`src/rtl/bus_src_arbiter_if.sv`:
```
// Common-bus source selector handshake: per-source requests in, select/grant out.
interface bus_src_arbiter_if #(
    parameter int unsigned N_SRC = 7,
    parameter int unsigned SEL_W = 3,
    parameter int unsigned CNT_W = 8
);
    logic [N_SRC-1:0] req;
    logic             rr_mode;
    logic             hold;
    logic             clr_cnt;
    logic [SEL_W-1:0] sel;
    logic [N_SRC-1:0] grant;
    logic             bus_valid;
    logic             conflict;
    logic [CNT_W-1:0] conflict_cnt;

    // Requester side: drives requests and controls, observes the selection.
    modport master (
        output req, rr_mode, hold, clr_cnt,
        input  sel, grant, bus_valid, conflict, conflict_cnt
    );

    // Arbiter side.
    modport slave (
        input  req, rr_mode, hold, clr_cnt,
        output sel, grant, bus_valid, conflict, conflict_cnt
    );
endinterface

```
`src/rtl/bus_src_arbiter.sv`:
```
// Registered common-bus source selector: fixed-priority or round-robin
// arbitration with ownership hold and a saturating request-conflict counter.
module bus_src_arbiter #(
    parameter int unsigned N_SRC = 7,
    parameter int unsigned SEL_W = 3,
    parameter int unsigned CNT_W = 8
) (
    input  logic             clk,
    input  logic             rst_n,
    bus_src_arbiter_if.slave bus
);
    localparam int unsigned IDX_W = (N_SRC > 1) ? $clog2(N_SRC) : 1;

    typedef enum logic {IDLE, OWN} state_t;

    state_t             state_q, state_d;
    logic [IDX_W-1:0]   owner_q, owner_d;
    logic [IDX_W-1:0]   ptr_q, ptr_d;
    logic [IDX_W-1:0]   fix_win, rr_win;
    logic               any_req, conflict_now, arb;
    logic [SEL_W-1:0]   sel_q, sel_d;
    logic [N_SRC-1:0]   grant_q, grant_d;
    logic               valid_q, valid_d;
    logic               conflict_q;
    logic [CNT_W-1:0]   cnt_q, cnt_d;
    int                 idx;

    assign any_req      = |bus.req;
    assign conflict_now = ($countones(bus.req) >= 2);

    // Candidate winners: lowest set index, and first set index after the pointer.
    always_comb begin
        fix_win = '0;
        rr_win  = '0;
        idx     = 0;
        for (int i = int'(N_SRC) - 1; i >= 0; i--) begin
            if (bus.req[IDX_W'(i)]) fix_win = IDX_W'(i);
        end
        for (int k = int'(N_SRC); k >= 1; k--) begin
            idx = int'(ptr_q) + k;
            if (idx >= int'(N_SRC)) idx = idx - int'(N_SRC);
            if (bus.req[IDX_W'(idx)]) rr_win = IDX_W'(idx);
        end
    end

    // Next state, owner, pointer and registered-output values.
    always_comb begin
        state_d = state_q;
        owner_d = owner_q;
        ptr_d   = ptr_q;
        arb     = 1'b0;

        case (state_q)
            IDLE: begin
                if (any_req) arb = 1'b1;
            end
            OWN: begin
                if (bus.hold && bus.req[owner_q]) begin
                    state_d = OWN;
                end else if (any_req) begin
                    arb = 1'b1;
                end else begin
                    state_d = IDLE;
                end
            end
            default: state_d = IDLE;
        endcase

        // A fresh decision always moves the round-robin pointer to the winner.
        if (arb) begin
            owner_d = bus.rr_mode ? rr_win : fix_win;
            ptr_d   = owner_d;
            state_d = OWN;
        end

        sel_d   = (state_d == OWN) ? SEL_W'(owner_d) + SEL_W'(1) : '0;
        grant_d = (state_d == OWN) ? (N_SRC'(1) << owner_d) : '0;
        valid_d = (state_d == OWN);

        // Counter counts cycles in which the conflict flag is shown; clear wins.
        if (bus.clr_cnt) begin
            cnt_d = '0;
        end else if (conflict_q && (cnt_q != {CNT_W{1'b1}})) begin
            cnt_d = cnt_q + CNT_W'(1);
        end else begin
            cnt_d = cnt_q;
        end
    end

    // State and output registers.
    always_ff @(posedge clk or negedge rst_n) begin
        if (!rst_n) begin
            state_q    <= IDLE;
            owner_q    <= '0;
            ptr_q      <= IDX_W'(N_SRC - 1);
            sel_q      <= '0;
            grant_q    <= '0;
            valid_q    <= 1'b0;
            conflict_q <= 1'b0;
            cnt_q      <= '0;
        end else begin
            state_q    <= state_d;
            owner_q    <= owner_d;
            ptr_q      <= ptr_d;
            sel_q      <= sel_d;
            grant_q    <= grant_d;
            valid_q    <= valid_d;
            conflict_q <= conflict_now;
            cnt_q      <= cnt_d;
        end
    end

    assign bus.sel          = sel_q;
    assign bus.grant        = grant_q;
    assign bus.bus_valid    = valid_q;
    assign bus.conflict     = conflict_q;
    assign bus.conflict_cnt = cnt_q;
endmodule

```
`src/flat_wrapper.sv`:
```
// flat-port wrapper written by rule: the top's interface ports become plain ports
module bus_src_arbiter_flat 
#(
    parameter int unsigned N_SRC = 7,
    parameter int unsigned SEL_W = 3,
    parameter int unsigned CNT_W = 8
)
  (clk, rst_n, bus_req, bus_rr_mode, bus_hold, bus_clr_cnt, bus_sel, bus_grant, bus_bus_valid, bus_conflict, bus_conflict_cnt);
  bus_src_arbiter_if #(.N_SRC(N_SRC), .SEL_W(SEL_W), .CNT_W(CNT_W)) bus_i ();
  input  logic clk;
  input  logic rst_n;
  input wire logic [$bits(bus_i.req)-1:0] bus_req;
  input wire logic [$bits(bus_i.rr_mode)-1:0] bus_rr_mode;
  input wire logic [$bits(bus_i.hold)-1:0] bus_hold;
  input wire logic [$bits(bus_i.clr_cnt)-1:0] bus_clr_cnt;
  output wire logic [$bits(bus_i.sel)-1:0] bus_sel;
  output wire logic [$bits(bus_i.grant)-1:0] bus_grant;
  output wire logic [$bits(bus_i.bus_valid)-1:0] bus_bus_valid;
  output wire logic [$bits(bus_i.conflict)-1:0] bus_conflict;
  output wire logic [$bits(bus_i.conflict_cnt)-1:0] bus_conflict_cnt;
  assign bus_i.req = bus_req;
  assign bus_i.rr_mode = bus_rr_mode;
  assign bus_i.hold = bus_hold;
  assign bus_i.clr_cnt = bus_clr_cnt;
  assign bus_sel = bus_i.sel;
  assign bus_grant = bus_i.grant;
  assign bus_bus_valid = bus_i.bus_valid;
  assign bus_conflict = bus_i.conflict;
  assign bus_conflict_cnt = bus_i.conflict_cnt;
  bus_src_arbiter #(.N_SRC(N_SRC), .SEL_W(SEL_W), .CNT_W(CNT_W)) u_core (.clk(clk), .rst_n(rst_n), .bus(bus_i));
endmodule
```
`config.mk`:
```
export PLATFORM = sky130hd
export DESIGN_NAME = bus_src_arbiter_flat
export DESIGN_NICKNAME = d
export VERILOG_FILES = /design/src/rtl/bus_src_arbiter_if.sv /design/src/rtl/bus_src_arbiter.sv /design/src/flat_wrapper.sv
export SDC_FILE = /design/constraint.sdc
export NUM_CORES = 1
export LEC_CHECK = 0
export BUFFER_PORTS_ARGS = -buffer_cell sky130_fd_sc_hd__buf_2
export CORE_MARGIN = 10
export CORE_UTILIZATION = 55
export DETAILED_ROUTE_END_ITERATION = 7
export PLACE_DENSITY = 0.75
export SYNTH_ARGS = -nofsm -noshare
export SYNTH_HDL_FRONTEND = slang
export SYNTH_SLANG_ARGS = --single-unit
```
`constraint.sdc`:
```
create_clock -name clk -period 4.4 [get_ports clk]
set_input_delay 1.1 -clock clk [delete_from_list [all_inputs] [get_ports clk]]
set_output_delay 1.1 -clock clk [all_outputs]
set_load 0.01 [all_outputs]
```
==> results of run 1 <==
==> cell families after synthesis <==
family	after synthesis	synth area share [%]
AOI/OAI and AO/OA	111	26.1
buffers and inverters	45	6.55
DFF	26	20.2
and+or+nand+nor	149	25.6
muxes	14	6.04
xor gates and xnor gates	12	3.25
adders and majority gates	29	12.2
==> per-layer routing <==
metal / routed length (um) / part of all wire, % / global-route usage (%) / vias to the layer above
li1: - / - / - / 1461
met1: 3820 / 43 / 23.1 / 1462
met2: 4200 / 48 / 29.2 / 107
met3: 552 / 6.2 / 2.20 / 30
met4: 263 / 3.0 / 6.88 / 0
met5: 0 / 0 / 0 / -
==> worst min path at each step <==
| stage | start | end | slack, ns | depth (start not counted) |
|---|---|---|---|---|
| 2_1_floorplan | u_core.bus.conflict_cnt[4] | u_core.bus.conflict_cnt[4] | 0.59 | 2 |
| 3_3_place_gp | u_core.bus.conflict_cnt[4] | u_core.bus.conflict_cnt[4] | 0.55 | 2 |
| 3_5_place_dp | u_core.bus.conflict_cnt[3] | u_core.bus.conflict_cnt[3] | 0.57 | 2 |
| 4_1_cts | u_core.bus.conflict_cnt[7] | u_core.bus.conflict_cnt[7] | 0.59 | 2 |
| 5_1_grt | u_core.bus.conflict_cnt[5] | u_core.bus.conflict_cnt[5] | 0.62 | 2 |
| 6_report | u_core.bus.conflict_cnt[7] | u_core.bus.conflict_cnt[7] | 0.59 | 2 |
==> metrics by stage <==
| step | util, % | std cells | hold slack, ns |
|---|---|---|---|
| 3_3_place_gp | 61.1 | 474 | 0.554 |
| 5_1_grt | 62.5 | 478 | 0.619 |
| 4_1_cts | 62.3 | 478 | 0.588 |
| 2_1_floorplan | - | 386 | 0.585 |
| 6_report | 62.5 | 478 | 0.587 |
| 3_5_place_dp | 61.1 | 474 | 0.568 |
==> repair_timing <==
| action | in CTS | in global routing |
|---|---|---|
| endpoints found under the setup margin | 0 | 2 |
| gates resized for setup | 0 | 2 |
| hold buffers | 0 | 0 |
==> sequential cells by signal (all words and copies together) (netlist names) <==
register	count
u_core.state_q	1
u_core.bus.conflict_cnt	8
u_core.bus.conflict	1
u_core.owner_q	3
u_core.bus.sel	3
u_core.bus.grant	7
u_core.ptr_q	3
==> cell usage in the layout, fill, tap and decap left out, types with 10 or more instances in the layout <==
cell,n
a21oi_1,17
buf_2,31
buf_4,13
dfrtp_1,24
ha_1,25
inv_1,16
nand2_1,30
nand2b_1,10
nand3_1,16
nor2_1,26
nor2b_1,12
o21ai_0,17
==> cell type report <==
| class | count | area share, % |
|---|---|---|
| tap | 72 | 2.57 |
| sequential | 26 | 18.6 |
| clock inverter | 1 | 0.857 |
| clock buffer | 3 | 1.18 |
| timing repair buffer | 44 | 7.21 |
| inverter | 17 | 1.82 |
| multi-input combinational | 315 | 67.7 |
==> worst reg2reg max path, cell delays in order, from the launching register on <==
cell and delay [ns]:
dfstp_2 0.72, ha_1 0.21, inv_1 0.04, ha_1 0.37, buf_4 0.21, nor2b_1 0.15, a211oi_1 0.27, o22ai_1 0.17
a311oi_2 0.42, nand3_1 0.16, a311o_1 0.32, a211oi_2 0.26, nor2_1 0.12, ha_1 0.20, ha_1 0.26, nor2b_1 0.10
==> results.md, run 1 <==
| Group | Item | Value |
| --- | --- | --- |
| run status | Status | finished clean |
| cells and area | Proportion of layout cells with a drive suffix above 1 | 19.7% |
| floorplan | Die height | 96.6 um |
| floorplan | Row count | 27 |
| cells and area | Area occupied by multi-input gates | 2370 um2 |
| cts | Total CTS buffers | 3 |
| sta | Final-layout setup total negative slack | 0 ns |
| critical path | Buffers plus inverters on the worst setup path | 2 |
| cts | Number of buffers added for setup after CTS | 0 |
| logic synthesis | Gate count of the mapped netlist | 386 |
| critical path | Type of origin of the critical path | flip-flop |
| sta | Setup slack of the critical path after layout | 0.369 ns |
| place | Total placed instance area | 3420 um2 |
| global routing | Number of global-route vias before repair | 2964 |
| cells and area | Synth-to-layout area growth | 8.49% |
| logic synthesis | Top cell type's share of synthesized area | 18.6% |
| critical path | Number of cells on the critical path | 15 |
| cells and area | # fillers | 509 |
| cells and area | Total Nets Final | 448 |
| logic synthesis | EDFF count, synth | 0 |
| floorplan | Total Die Area | 9340 um2 |
| sta | Final Cycle Share | 91.6% |
| sta | RSZ-0062 raised after global routing | false |
| global routing | Global-route wire length before repair | 14600 um |
| sta | Highest clock frequency the design can meet | 0.248 GHz |
| route | Number of DRC violations after detailed routing | 0 |
| sta | Slew margin rel. | 49.4% |
| critical path | Critical path data required time | 4.61 ns |
| critical path | Launch point of the worst path | u_core.ptr_q[1] |
| cts | Clock Latency Late Sink | 0.27 ns |
| route | DR vias/cell | 6.40 |
| logic synthesis | Post-synthesis sequential area ratio | 20.2% |
| logic synthesis | Synth area leader | dfrtp_1 |
| global routing | Grt total ovfl | 0 |
| job | MaxCap Viol Count | 0 |
| critical path | Worst-case reg-to-reg path depth | 15 |
| min path | Worst Hold Class | reg2reg |
| critical path | Highest fanout seen on the critical path | 15 |
| critical path | Worst path max stage delay | 0.72 ns |
| global routing | Global routing usage summed across all routing layers | 17.8% |
| critical path | Timing endpoint of the critical path | u_core.bus.sel[2] |
| critical path | Crit path kind | reg2reg |
| place | IO buf count | 31 |
| cts | H-tree levels | 1 |
| cts | Clock transition at the registers of the reported paths | 0.10 ns |
| logic synthesis | Netlist cell types | 81 |
| global routing | Pin count of the biggest net entering global routing | 37 |
| floorplan | Core outline area | 5610 um2 |
| critical path | Reg2Reg Launch Point | u_core.ptr_q[1] |
| cts | Root cell of the clock tree | clkbuf_8 |
| critical path | Ordered list of cells on the worst path | ha_1 > inv_1 > ha_1 > buf_4 > nor2b_1 > a211oi_1 > o22ai_1 > a311oi_2 > nand3_1 > a311o_1 > a211oi_2 > nor2_1 > ha_1 > ha_1 > nor2b_1 |
| logic synthesis | Flops & latches, synth | 26 |
| place | Global placement routability congestion | 1.01 |
| floorplan | Initial standard-cell utilization of the core | 57.6% |
| critical path | Endpoint of the worst-slack reg-to-reg timing path | u_core.bus.sel[2] |
| critical path | R2r setup slk | 0.37 ns |
| logic synthesis | Synth warnings | 0 |
| global routing | Antenna violations before repair | 0 |
| cts | Max Root-Sink Buffers | 2 |
| critical path | Top cell by count, worst path | ha_1 |
| floorplan | Top-Level Pins | 32 |
| sta | Final setup vio count | 0 |
| logic synthesis | Synth async-reset ratio | 100% |
| sta | Worst clock skew | 0.00763 ns |
| cts | TritonCTS clock tree | built |
| logic synthesis | Most frequent cell after synthesis | nand2_1 |
| route | Detailed-route wire length | 8840 um |
| logic synthesis | Cell types with the largest area share after synthesis | dfrtp_1 (19%), ha_1 (9.7%), nand2_1 (3.5%) |
| critical path | Master of the slowest instance on the critical path | dfstp_2 |
| critical path | Delay-heaviest family, CP | compound AO/OA/AOI/OAI gates |
| cells and area | Register cell area after layout | 653 um2 |
| floorplan | Die X-Extent | 96.6 um |
| logic synthesis | Nets in the synthesized netlist | 427 |
| critical path | Arrival time reported for the critical path endpoint | 4.24 ns |
| logic synthesis | Commonest cells in the netlist | nand2_1 (30), nor2_1 (26), ha_1 (25) |
| place | Detailed placement HPWL | 6950 um |
| route | Number of nets with antenna violations after detailed routing | 0 |
| sta | Pin slew with the least headroom to its limit | 0.752 ns |
| route | Number of detailed-routing iterations run before antenna repair | 5 |
| route | Via count | 3060 |
| cells and area | Diodes inserted | 0 |
| critical path | Crit. End Element | flip-flop |
| sta | Final number of hold-violating endpoints | 0 |
| logic synthesis | Total standard cell area after synthesis | 3230 um2 |
| logic synthesis | Dominant synthesized flop cell | dfrtp_1 |
| route | Wirelength per Cell | 18.5 um |
| sta | Count of final max-slew check failures | 0 |
| place | Setup WS pre-CTS | 0.329 ns |
| logic synthesis | Avg Synthesized Cell Area | 8.37 um2 |
| cells and area | Cell area after layout | 3500 um2 |
| sta | Min cycle time layout | 4.03 ns |
| cts | # clock sinks | 26 |
| route | Number of DRC violations after detailed-routing iteration 0 | 310 |
Power of run 1 is left out: the tool's default activity adds up to more than one toggle a clock period on the data nets, which glitch-free logic cannot reach.
==> run 2: changes to the inputs <==
==> constraint.sdc (replaced) <==
create_clock -name clk -period 4.4 [get_ports clk]
set_input_delay 0.66 -clock clk [delete_from_list [all_inputs] [get_ports clk]]
set_output_delay 0.66 -clock clk [all_outputs]
set_load 0.01 [all_outputs]
==> results.md, run 2 (same netlist as run 1, synthesis figures left out) <==
| Group | Item | Value | Delta |
| --- | --- | --- | --- |
| floorplan | Die height | 96.6 um | unchanged |
| critical path | Launch point of the worst path | u_core.ptr_q[2] |  |
| sta | Pin slew with the least headroom to its limit | 0.663 ns | -0.0885 ns |
| cells and area | Proportion of layout cells with a drive suffix above 1 | 19.6% | -0.15 points |
| sta | Count of final max-slew check failures | 0 | unchanged |
| cells and area | Number of flip-flops in the largest register | 8 | unchanged |
| cts | H-tree levels | 1 | unchanged |
| route | Wirelength per Cell | 19.4 um | +4.7% |
| sta | Slew margin rel. | 55.3% | +6.0 points |
| route | Number of nets with antenna violations after detailed routing | 0 | unchanged |
| cts | Clock Latency Late Sink | 0.27 ns | about the same |
| route | Number of DRC violations after detailed routing | 0 | unchanged |
| critical path | R2r setup slk | 0.23 ns | -0.14 ns |
| floorplan | Core outline area | 5610 um2 | unchanged |
| place | Global placement routability congestion | 0.987 | -2.2% |
| critical path | Highest fanout seen on the critical path | 15 | unchanged |
| sta | Highest clock frequency the design can meet | 0.240 GHz | -3.3% |
| place | Detailed placement HPWL | 7040 um | +1.4% |
| cts | # clock sinks | 26 | unchanged |
| sta | Final number of hold-violating endpoints | 0 | unchanged |
| cts | Root cell of the clock tree | clkbuf_8 |  |
| cts | TritonCTS clock tree | built |  |
| global routing | Grt total ovfl | 0 | unchanged |
| cts | Number of hold-repair buffers added at the cts stage | 0 | unchanged |
| route | Number of DRC violations after detailed-routing iteration 0 | 388 | +25% |
| route | Amount of wire on met2 after detailed routing | 4280 um | +1.9% |
| floorplan | Die X-Extent | 96.6 um | unchanged |
| cells and area | Highest-count cells in the layout ignoring fill and taps | buf_2 (31), nand2_1 (30), nor2_1 (26), ha_1 (25), dfrtp_1 (24) |  |
| floorplan | Initial standard-cell utilization of the core | 57.6% | unchanged |
| critical path | Critical path data required time | 4.61 ns | about the same |
| route | Via count | 3120 | +2.0% |
| sta | Worst clock skew | 0.0111 ns | +0.00350 ns |
| sta | Min cycle time layout | 4.17 ns | +0.140 ns |
| critical path | Arrival time reported for the critical path endpoint | 4.38 ns | +0.14 ns |
| global routing | Global-route wire length before repair | 15100 um | +2.9% |
| place | Total placed instance area | 3410 um2 | -0.44% |
| critical path | Timing endpoint of the critical path | u_core.bus.sel[2] |  |
| route | Number of detailed-routing iterations run before antenna repair | 5 | unchanged |
| min path | Worst Hold Class | in2async |  |
| floorplan | Top-Level Pins | 32 | unchanged |
| route | Highest metal layer with signal wires | met4 |  |
| sta | Final setup vio count | 0 | unchanged |
| critical path | Crit path kind | reg2reg |  |
| floorplan | Total Die Area | 9340 um2 | unchanged |
| route | Detailed-route wire length | 9210 um | +4.2% |
| cells and area | Synth-to-layout area growth | 8.18% |  |
| global routing | Pin count of the biggest net entering global routing | 33 | -11% |
| cells and area | Cell area after layout | 3490 um2 | -0.29% |
| global routing | Number of global-route vias before repair | 2935 | -0.98% |
| sta | Final Cycle Share | 94.8% | +3.2 points |
| cells and area | Total Nets Final | 446 | -0.45% |
| route | Detail Route met3 WL | 573 um | +3.8% |
| floorplan | Row count | 27 | unchanged |
| critical path | Reg2Reg Launch Point | u_core.ptr_q[2] |  |
| cells and area | Leading cell type in the layout, fill and taps excluded | buf_2 |  |
| critical path | Type of origin of the critical path | flip-flop |  |
| global routing | Antenna violations before repair | 0 | unchanged |
| route | DR vias/cell | 6.55 | +2.4% |
| global routing | Global routing usage summed across all routing layers | 18.5% | +0.65 points |
| place | IO buf count | 31 | unchanged |
| critical path | Endpoint of the worst-slack reg-to-reg timing path | u_core.bus.sel[2] |  |
| run status | Status | finished clean |  |
| job | MaxCap Viol Count | 0 | unchanged |
| cells and area | Diodes inserted | 0 | unchanged |
| critical path | Worst-case reg-to-reg path depth | 14 | -1 |
| cts | Total CTS buffers | 3 | unchanged |
| critical path | Crit. End Element | flip-flop |  |
| cts | Max Root-Sink Buffers | 2 | unchanged |
| cts | Clock transition at the registers of the reported paths | 0.10 ns | about the same |
| route | Post-Route M1 WL | 4040 um | +5.8% |
## run 2: critical path: stages (launching register included)
cell	delay [ns]
dfstp_2	0.71
inv_1	0.24
ha_1	0.46
buf_4	0.22
nor2b_1	0.15
a211oi_1	0.25
o22ai_1	0.15
a311oi_2	0.45
nand3_1	0.16
a311o_1	0.31
a211oi_2	0.29
nor2_1	0.14
ha_1	0.20
ha_1	0.27
nor2b_1	0.11
## run 2: what timing repair did
action / 4_1_cts / 5_1_grt
buffers inserted: 0 / 0
resized for setup: 0 / 3
endpoints found under the setup margin: 0 / 4
## run 2: worst min path at each step
stage                          startpoint                         end  slack (ns)  cells past startpoint
4_1_cts                             rst_n         u_core.bus.grant[5]        0.40                      1
5_1_grt                             rst_n         u_core.bus.grant[5]        0.43                      1
2_1_floorplan                       rst_n         u_core.bus.conflict        0.36                      0
3_5_place_dp   u_core.bus.conflict_cnt[6]  u_core.bus.conflict_cnt[6]        0.57                      2
6_report                            rst_n           u_core.bus.sel[1]        0.38                      1
3_3_place_gp   u_core.bus.conflict_cnt[7]  u_core.bus.conflict_cnt[7]        0.56                      2
## run 2: metrics by stage
step           hold slack, ns  setup slack (ns)  std cells  setup TNS [ns]  util (%)
4_1_cts                 0.398             0.200        476               0      62.1
3_3_place_gp            0.559             0.370        472               0      60.8
5_1_grt                 0.427         -0.000523        476       -0.000523      62.3
2_1_floorplan           0.364             0.464        386               0         -
3_5_place_dp            0.569             0.206        472               0      60.8
6_report                0.382             0.229        476               0      62.3
## run 2: per-layer routing
metal  vias up  track usage [%]
met5         -                0
met4         0             8.12
met3        30             2.06
met2       147             28.9
met1      1480             24.9
li1       1463                -
## run 2: final cells by class
| class | instances | area (um2) |
|---|---|---|
| multi-input cells | 315 | 2380 |
| fillers | 496 | 2110 |
| flip-flops and latches | 26 | 653 |
| repair buffers | 42 | 238 |
| well taps | 72 | 90.1 |
| inverters | 17 | 63.8 |
| clock buffers | 3 | 41.3 |
| clock inverters | 1 | 30.0 |
Power of run 2 is left out for the same reason.
==> run 3: changes to the inputs <==
--- a/config.mk
+++ b/config.mk
@@ -5,11 +5,12 @@
 export SDC_FILE = /design/constraint.sdc
 export NUM_CORES = 1
 export LEC_CHECK = 0
+export ABC_AREA = 1
 export BUFFER_PORTS_ARGS = -buffer_cell sky130_fd_sc_hd__buf_2
 export CORE_MARGIN = 10
 export CORE_UTILIZATION = 55
 export DETAILED_ROUTE_END_ITERATION = 7
-export PLACE_DENSITY = 0.75
+export PLACE_DENSITY = 0.76
 export SYNTH_ARGS = -nofsm -noshare
 export SYNTH_HDL_FRONTEND = slang
 export SYNTH_SLANG_ARGS = --single-unit
==> results.md, run 3 <==
| Group | Item | Value | Delta |
| --- | --- | --- | --- |
| run status | Status | finished clean |  |
| floorplan | Die height | 91.4 um | -5.4% |
| logic synthesis | Post-synthesis sequential area ratio | 23.3% | +3.1 points |
| critical path | Highest fanout seen on the critical path | 13 | -2 |
| logic synthesis | Commonest cells in the netlist | nand2_1 (84), inv_1 (41), nand3_1 (40) |  |
| floorplan | Total Die Area | 8350 um2 | -11% |
| global routing | Met2 Use GR | 26.5% | -2.4 points |
| logic synthesis | Total standard cell area after synthesis | 2800 um2 | -13% |
| logic synthesis | Nets in the synthesized netlist | 434 | +1.6% |
| route | Number of nets with antenna violations after detailed routing | 0 | unchanged |
| cts | Number of hold-repair buffers added at the cts stage | 0 | unchanged |
| place | Global placement routability congestion | 1.01 | +1.9% |
| cells and area | Highest-count cells in the layout ignoring fill and taps | nand2_1 (84), inv_1 (41), nand3_1 (40), nor2_1 (33), buf_2 (31) |  |
| route | DR vias/cell | 5.51 | -16% |
| floorplan | Initial standard-cell utilization of the core | 58.2% | +0.57 points |
| sta | Count of final max-slew check failures | 0 | unchanged |
| global routing | Grt total ovfl | 0 | unchanged |
| sta | Pin slew with the least headroom to its limit | 0.960 ns | +0.297 ns |
| route | Number of DRC violations after detailed routing | 0 | unchanged |
| cts | Quantity of gates resized following cts | 0 | unchanged |
| floorplan | Top-Level Pins | 32 | unchanged |
| critical path | Reg2Reg Launch Point | u_core.ptr_q[0] |  |
| route | Via count | 2710 | -13% |
| job | MaxCap Viol Count | 0 | unchanged |
| place | Setup WS pre-CTS | 0.727 ns | +0.521 ns |
| logic synthesis | Synth warnings | 0 | unchanged |
| cells and area | Synth-to-layout area growth | 9.11% |  |
| logic synthesis | Avg Synthesized Cell Area | 7.13 um2 | -15% |
| cells and area | Total Nets Final | 467 | +4.7% |
| sta | Final setup vio count | 0 | unchanged |
| sta | Final-layout setup total negative slack | 0 ns | unchanged |
| global routing | Global routing usage summed across all routing layers | 16.5% | -2.0 points |
| logic synthesis | Synth async-reset ratio | 100% | unchanged |
| logic synthesis | Cell types with the largest area share after synthesis | dfrtp_1 (21%), nand2_1 (11%), ha_1 (11%) |  |
| logic synthesis | EDFF count, synth | 0 | unchanged |
| min path | Worst Hold Class | in2async |  |
| logic synthesis | Top cell type's share of synthesized area | 21.4% | +2.8 points |
| cts | Root cell of the clock tree | clkbuf_8 |  |
| logic synthesis | Dominant synthesized flop cell | dfrtp_1 |  |
| sta | Slew margin rel. | 35.2% | -20 points |
| critical path | Crit path kind | reg2reg |  |
| global routing | Global-route wire length before repair | 11800 um | -22% |
| cts | Clock Latency Late Sink | 0.27 ns | about the same |
| floorplan | Row count | 25 | -7.4% |
| cts | H-tree levels | 1 | unchanged |
| cts | Max Root-Sink Buffers | 2 | unchanged |
| sta | Worst clock skew | 0.00202 ns | -0.00911 ns |
| cts | Clock transition at the registers of the reported paths | 0.09 ns | about the same |
| floorplan | Core outline area | 4820 um2 | -14% |
| cells and area | Number of flip-flops in the largest register | 8 | unchanged |
| cts | Number of buffers added for setup after CTS | 0 | unchanged |
| logic synthesis | Flops & latches, synth | 26 | unchanged |
| sta | Final number of hold-violating endpoints | 0 | unchanged |
| global routing | GRT Max-Usage Layer | met2 |  |
| sta | Min cycle time layout | 3.72 ns | -0.450 ns |
| logic synthesis | Gate count of the mapped netlist | 393 | +1.8% |
| critical path | Critical path data required time | 4.61 ns | about the same |
| route | Number of DRC violations after detailed-routing iteration 0 | 373 | -3.9% |
| route | Detailed-route wire length | 7140 um | -22% |
| global routing | Met3 track demand over resource | 2.39% | +0.33 points |
| cells and area | Diodes inserted | 0 | unchanged |
| cells and area | Leading cell type in the layout, fill and taps excluded | nand2_1 |  |
| critical path | R2r setup slk | 0.68 ns | +0.45 ns |
| sta | RSZ-0062 raised after global routing | false |  |
| critical path | Endpoint of the worst-slack reg-to-reg timing path | u_core.bus.sel[2] |  |
| critical path | Arrival time reported for the critical path endpoint | 3.93 ns | -0.45 ns |
| cells and area | Post-layout util | 63.5% | +1.2 points |
| sta | Highest clock frequency the design can meet | 0.269 GHz | +12% |
| critical path | Type of origin of the critical path | flip-flop |  |
| critical path | Crit. End Element | flip-flop |  |
| route | Number of detailed-routing iterations run before antenna repair | 5 | unchanged |
| global routing | Antenna violations before repair | 0 | unchanged |
| place | IO buf count | 31 | unchanged |
| logic synthesis | Synth area leader | dfrtp_1 |  |
| sta | Setup slack of the critical path after layout | 0.679 ns | +0.450 ns |
| route | Wirelength per Cell | 14.5 um | -25% |
| global routing | Fraction of met1 tracks used by global routing | 23.4% | -1.5 points |
| floorplan | Die X-Extent | 91.4 um | -5.4% |
| cts | # clock sinks | 26 | unchanged |
| cts | Total CTS buffers | 3 | unchanged |
| sta | Post-Route Hold Slack | 0.368 ns | -0.0137 ns |
| global routing | Pin count of the biggest net entering global routing | 27 | -18% |
| logic synthesis | Netlist cell types | 39 | -52% |
| sta | Final Cycle Share | 84.6% | -10 points |
| global routing | Number of global-route vias before repair | 2399 | -18% |
| cells and area | Proportion of layout cells with a drive suffix above 1 | 22.1% | +2.6 points |
| cts | TritonCTS clock tree | built |  |
| logic synthesis | Most frequent cell after synthesis | nand2_1 |  |
| place | Detailed placement HPWL | 5700 um | -19% |
| critical path | Worst-case reg-to-reg path depth | 19 | +5 |
-- run 3: cell types whose count changed in the layout (fill, tap and decap cells not counted), moves of 7 or more --
cell      change
nor2b_1      -12
nand2b_1     -10
nand2_2      +22
nor2_1        +7
inv_2         +8
buf_4        -10
nand3_1      +24
a21oi_1       +9
inv_1        +25
o22ai_1       -8
nand2_1      +54
-- run 3: cell type report --
type	count	area, um2
Timing Repair Buffer	32	163
Multi-Input combinational cell	312	1890
Clock buffer	3	41.3
Fill cell	447	1760
Inverter	51	194
Sequential cell	26	653
Clock inverter	1	30.0
Tap cell	67	83.8
-- run 3: routing by layer --
metal | vias to the layer above | part of all wire (%)
met4 | 0 | 0.17
met1 | 1241 | 47
met3 | 2 | 7.7
met5 | - | 0
li1 | 1363 | -
met2 | 104 | 45
-- run 3: through the flow --
| step | std cells | instance area (um2) |
|---|---|---|
| 2_1_floorplan | 393 | 2800 |
| 3_3_place_gp | 488 | 2990 |
| 3_5_place_dp | 488 | 2990 |
| 4_1_cts | 492 | 3060 |
| 5_1_grt | 492 | 3060 |
| 6_report | 492 | 3060 |
-- run 3: cells by family (layout without fill, tap and decap cells) --
logic type                 after synthesis  after routing  synth area share [%]
and+or+nand+nor                        203            203                  35.7
AOI/OAI and AO/OA                       77             77                  16.6
buffers and inverters                   55             87                  9.16
adders and majority gates               29             29                  14.0
DFF                                     26             26                  23.3
xor gates and xnor gates                 3              3                  1.21
-- run 3: worst max path at each step --
stage	start	cells past startpoint	end
after floorplan	u_core.ptr_q[1]	21	u_core.bus.sel[2]
after global placement	u_core.ptr_q[0]	19	u_core.bus.sel[2]
after detailed placement	u_core.ptr_q[1]	21	u_core.bus.sel[2]
after CTS	u_core.ptr_q[1]	21	u_core.bus.sel[2]
after global routing	u_core.ptr_q[1]	21	u_core.bus.sel[2]
final	u_core.ptr_q[0]	19	u_core.bus.sel[2]
-- run 3: worst max-delay path, stage by stage (launching register included) --
cell     delay (ns)
dfrtp_1        0.66
inv_4          0.19
ha_1           0.53
o21ai_0        0.51
inv_1          0.13
o21ai_2        0.08
inv_1          0.04
a32oi_1        0.14
nor2_1         0.08
inv_1          0.08
nand2_2        0.07
a21oi_1        0.14
nand2_1        0.06
nand2_1        0.05
nand2_1        0.07
nand2_1        0.08
o21ai_0        0.15
ha_1           0.22
ha_1           0.26
nor2_1         0.10
Power of run 3 is left out for the same reason.
